<file path="config.mk">
export PLATFORM = sky130hd
export DESIGN_NAME = ahb_sync_req
export DESIGN_NICKNAME = d
export VERILOG_FILES = /design/src/rtl/ahb_sync_req.sv
export SDC_FILE = /design/constraint.sdc
export NUM_CORES = 1
export LEC_CHECK = 0
export BUFFER_PORTS_ARGS = -buffer_cell sky130_fd_sc_hd__buf_2
export CORE_UTILIZATION = 35
export CTS_CLUSTER_DIAMETER = 200
export DETAILED_ROUTE_END_ITERATION = 7
export GPL_TIMING_DRIVEN = 0
export HOLD_SLACK_MARGIN = 0.08
export MAX_ROUTING_LAYER = met4
export PLACE_DENSITY = 0.66
export SLEW_MARGIN = 20
export SYNTH_ARGS = -nofsm -noshare
export SYNTH_HDL_FRONTEND = slang
export SYNTH_SLANG_ARGS = --single-unit
</file>
<file path="constraint.sdc">
create_clock -name HCLK -period 2.5 [get_ports HCLK]
set_input_delay 0.125 -clock HCLK [delete_from_list [all_inputs] [get_ports HCLK]]
set_output_delay 0.125 -clock HCLK [all_outputs]
set_load 0.02 [all_outputs]
</file>
<file path="src/rtl/ahb_sync_req.sv">
// AHB-side four-phase req/ack initiator with a one-deep shadow for writes that arrive mid-transfer.
// Optional handshake abort is compiled in when the macro TIMEOUT_EN is defined.
module ahb_sync_req #(
  parameter int ADDR_WIDTH     = 6,
  parameter int SYNC_STAGES    = 2,
  parameter int TIMEOUT_CYCLES = 255
) (
  input  logic                  HCLK,
  input  logic                  HRESETn,
  input  logic                  cfg_wr,
  input  logic [ADDR_WIDTH-1:0] DADR_I,
  input  logic [ADDR_WIDTH-1:0] CADR_I,
  input  logic                  DLEN_I,
  input  logic                  DBIT_I,
  output logic                  req,
  input  logic                  ack,
  output logic [ADDR_WIDTH-1:0] DADR,
  output logic [ADDR_WIDTH-1:0] CADR,
  output logic                  DLEN,
  output logic                  DBIT,
  output logic                  busy,
  output logic                  pending,
  output logic                  done,
  output logic                  overrun,
  output logic                  err_timeout
);
  localparam int XW = 2 * ADDR_WIDTH + 2;

  typedef enum logic [1:0] {IDLE, REQ, REL} state_e;

  state_e                 state_q;
  logic [SYNC_STAGES-1:0] ack_sync_q;
  logic [XW-1:0]          hold_q;
  logic [XW-1:0]          shadow_q;
  logic [XW-1:0]          cfg_in;
  logic                   req_q;
  logic                   pending_q;
  logic                   done_q;
  logic                   overrun_q;
  logic                   err_timeout_q;
  logic                   ack_s;
  logic                   exit_rel;
  logic                   relaunch;
  logic                   timeout_hit;

  generate
    if (SYNC_STAGES < 2 || TIMEOUT_CYCLES < 1) begin : g_bad_param
      $error("ahb_sync_req: SYNC_STAGES must be >= 2 and TIMEOUT_CYCLES >= 1");
    end
  endgenerate

  assign cfg_in   = {DADR_I, CADR_I, DLEN_I, DBIT_I};
  assign ack_s    = ack_sync_q[SYNC_STAGES-1];
  assign exit_rel = (state_q == REL) && !ack_s;
  assign relaunch = exit_rel && (pending_q || cfg_wr);

  always_ff @(posedge HCLK or negedge HRESETn) begin
    if (!HRESETn) begin
      ack_sync_q <= '0;
    end else begin
      ack_sync_q <= {ack_sync_q[SYNC_STAGES-2:0], ack};
    end
  end

`ifdef TIMEOUT_EN
  localparam int CW = $clog2(TIMEOUT_CYCLES + 1);

  logic [CW-1:0] cnt_q;

  // Counter measures the whole REQ+REL round trip; a relaunch starts a fresh budget.
  assign timeout_hit = (state_q != IDLE) && (cnt_q == CW'(TIMEOUT_CYCLES - 1));

  always_ff @(posedge HCLK or negedge HRESETn) begin
    if (!HRESETn) begin
      cnt_q <= '0;
    end else if (state_q == IDLE || relaunch) begin
      cnt_q <= '0;
    end else begin
      cnt_q <= cnt_q + CW'(1);
    end
  end
`else
  assign timeout_hit = 1'b0;
`endif

  always_ff @(posedge HCLK or negedge HRESETn) begin
    if (!HRESETn) begin
      state_q       <= IDLE;
      hold_q        <= '0;
      shadow_q      <= '0;
      req_q         <= 1'b0;
      pending_q     <= 1'b0;
      done_q        <= 1'b0;
      overrun_q     <= 1'b0;
      err_timeout_q <= 1'b0;
    end else begin
      done_q        <= 1'b0;
      overrun_q     <= 1'b0;
      err_timeout_q <= 1'b0;
      case (state_q)
        IDLE: begin
          if (cfg_wr) begin
            hold_q  <= cfg_in;
            req_q   <= 1'b1;
            state_q <= REQ;
          end
        end
        REQ, REL: begin
          if (timeout_hit) begin
            req_q         <= 1'b0;
            pending_q     <= 1'b0;
            err_timeout_q <= 1'b1;
            state_q       <= IDLE;
          end else if (exit_rel) begin
            done_q <= 1'b1;
            // The shadow is older than a same-edge write, so it goes out first.
            if (pending_q) begin
              hold_q  <= shadow_q;
              req_q   <= 1'b1;
              state_q <= REQ;
              if (cfg_wr) begin
                shadow_q <= cfg_in;
              end else begin
                pending_q <= 1'b0;
              end
            end else if (relaunch) begin
              hold_q  <= cfg_in;
              req_q   <= 1'b1;
              state_q <= REQ;
            end else begin
              state_q <= IDLE;
            end
          end else begin
            if (state_q == REQ && ack_s) begin
              req_q   <= 1'b0;
              state_q <= REL;
            end
            if (cfg_wr) begin
              shadow_q  <= cfg_in;
              pending_q <= 1'b1;
              overrun_q <= pending_q;
            end
          end
        end
        default: state_q <= IDLE;
      endcase
    end
  end

  assign {DADR, CADR, DLEN, DBIT} = hold_q;
  assign req         = req_q;
  assign busy        = (state_q != IDLE);
  assign pending     = pending_q;
  assign done        = done_q;
  assign overrun     = overrun_q;
  assign err_timeout = err_timeout_q;

endmodule
</file>
==> flow_summary.toml <==
[outcome]
status = "completed"

[clocking]
post_cts_buffers = 0
cts_sinks = 36
worstSkewPairLatency_ns = 0.28
h-tree-depth = 2
path_clk_slew_ns = 0.07
cts_made_buffers = 5
clk_path_buf_depth = 2
cts_resized = 0
cts_tree = "done"
cts-root-buf = "clkbuf_8"
holdBufCountCts = 2

[floorplan]
die_area_um2 = 5260
rows = 25
start_util_pct = 36.6
die_x_um = 72.5
die_h_um = 72.5
ios = 38
coreArea_um2 = 4750

[yosys]
ys_seq_area_share_pct = 51.8
yosysTopAreaCell = "dfrtp_1"
ys_ff_latch = 36
yosys_warnings = 0
syn_area_um2 = 1740
synth_top_area_share_pct = 51.8
syn_inst = 120
syn-num-nets = 142
avgSynthCellArea_um2 = 14.5
yosysUniqueCellTypes = 26
synth_area_leaders = "dfrtp_1 52%, mux2_4 16%, mux2_2 16%"

[min_path]
worst_hold_path.endpoint = "shadow_q[4]"
min_from = "CADR_I[2]"
hold_path.class = "primary input to flop"
hold_depth = 2

[grt]
grt_max_degree = 37
first_global_vias = 1133
track_usage_pct = 14.0
antenna_found_initial = 0
overflow = 0
grt_pass1_wl_um = 5350

[final_layout]
finalNetCount = 187
ff_latch_area_um2 = 901
antennaDiodeCount = 0
area_delta_synth_final_pct = 20.8
multi_input_comb_area_um2 = 773
drive_above_1_share_pct = 56.4
fillers = 476
layout_common_cells = "36 x dfrtp_1, 36 x buf_2, 24 x mux2_2"

[critical_path]
worstSetupPathType = "flop to flop"
r2r_cells = 7
path_max_fanout = 10
reg2reg_from = "state_q[1]"
cp-startpoint = "state_q[1]"
worst_setup_path_end_kind = "flop"
required_ns = 2.67
r2r_slack_ns = 0.49
worstPathArrival_ns = 2.18
r2r_end = "hold_q[4]"
start_kind = "flop"

[power]
power.leakage_nw = 1.00
power_density_nw_per_um2 = 1440
ir_worst_vdd_v = 0.000547
finalPower_mw = 3.02

[timing]
fin_crit_sh_pct = 80.5
fin_ws_ns = 0.486
period_needed_ns = 2.01
finalHoldViolations = 0
fin_tns_setup_ns = 0
fmax_ghz = 0.497
fin_skew_ns = 0.00419
rsz0062_at_grt = "false"
worst_pin_slew_ns = 0.783
slew_viol_final = 0
relSlewSlack_pct = 47.8
setup_violations = 0

[placed_design]
hpwl_um = 2370
port-buffer-count = 36
place_ws_ns = 0.473
place_congestion = 0.815

[drt]
vias_per_cell = 4.66
vias = 1082
avgRoutedWirePerCell_um = 13.7
wirelength_um = 3180
drc = 0
first_pass_iters = 4
ant_nets = 0
drtIter0Drc = 46

[flow_run]
maxCapViolations = 0
worst max-delay path by stage:
stage                             to  depth (start not counted)  slack (ns)
after detailed placement   hold_q[4]                          7        0.47
after floorplan           hold_q[10]                          7        0.70
after global routing       hold_q[4]                          7        0.39
after CTS                  hold_q[4]                          7        0.47
final                      hold_q[4]                          7        0.49
after global placement     hold_q[4]                          7        0.56
cells by family (layout without fill, tap and decap cells):
kind of cell             Yosys count  count (layout)  share of synthesized area (%)
AND/OR/NAND/NOR                   17              17                           5.32
adder cells (fa/ha/maj)            4               4                           2.88
multiplexers                      42              42                           31.1
buffers and inverters              9              54                           3.81
AO/OA/AOI/OAI                     11              11                           4.96
other                              1               1                          0.215
flip-flops                        36              36                           51.8
flip-flops by register name (all words and copies together) (netlist names):
register and count:
pending 1, state_q 2, ack_sync_q 2, overrun 1
done 1, req 1, shadow_q 14, hold_q 14
per-stage QoR:
stage          utilization [%]  cell area, um^2  hold slack, ns  std cells
6_report                  44.2             2100          0.0898        232
5_1_grt                   44.2             2100          0.0856        232
4_1_cts                   44.2             2100          0.0864        232
3_5_place_dp              42.2             2000           0.234        223
3_3_place_gp              42.2             2000           0.236        223
2_1_floorplan                -             1740          -0.171        120
cell usage after synthesis (all sizes together):
cell,number
nand2,4
and3,1
dfrtp,36
nor2,7
nor3,1
buf,5
nand2b,1
nand3,1
o311ai,1
nor3b,1
o22ai,1
o32ai,1
mux2,42
a21oi,5
nor2b,1
ha,4
conb,1
o22a,1
o211a,1
inv,4
o21ai,1
metal layers:
| metal | routed length, um | GRT usage [%] |
|---|---|---|
| met2 | 1610 | 22.9 |
| met1 | 1320 | 16.2 |
| met4 | 93 | 7.19 |
| met3 | 159 | 3.19 |
| met5 | 0 | - |
where the power goes:
part           switching (mW)  leakage [nW]  internal [mW]
registers               0.158         0.427          0.866
logic                   0.765         0.537          0.858
clock network           0.186        0.0410          0.189
total                    1.11          1.00           1.91
critical path, stage by stage (launching register included):
cell     delay [ns]
dfrtp_1        0.41
inv_1          0.09
ha_1           0.29
buf_4          0.19
nand2_1        0.12
o22ai_4        0.26
buf_8          0.20
mux2_2         0.34
layout make-up:
cell class	count	area share [%]
flip-flops and latches	36	42.9
multi-input cells	75	36.8
repair buffers	38	9.52
well taps	67	3.99
clock buffers	6	3.45
plain buffers	5	2.32
inverters	4	0.833
clock inverters	1	0.238
Power figures use the tool's default switching activity.
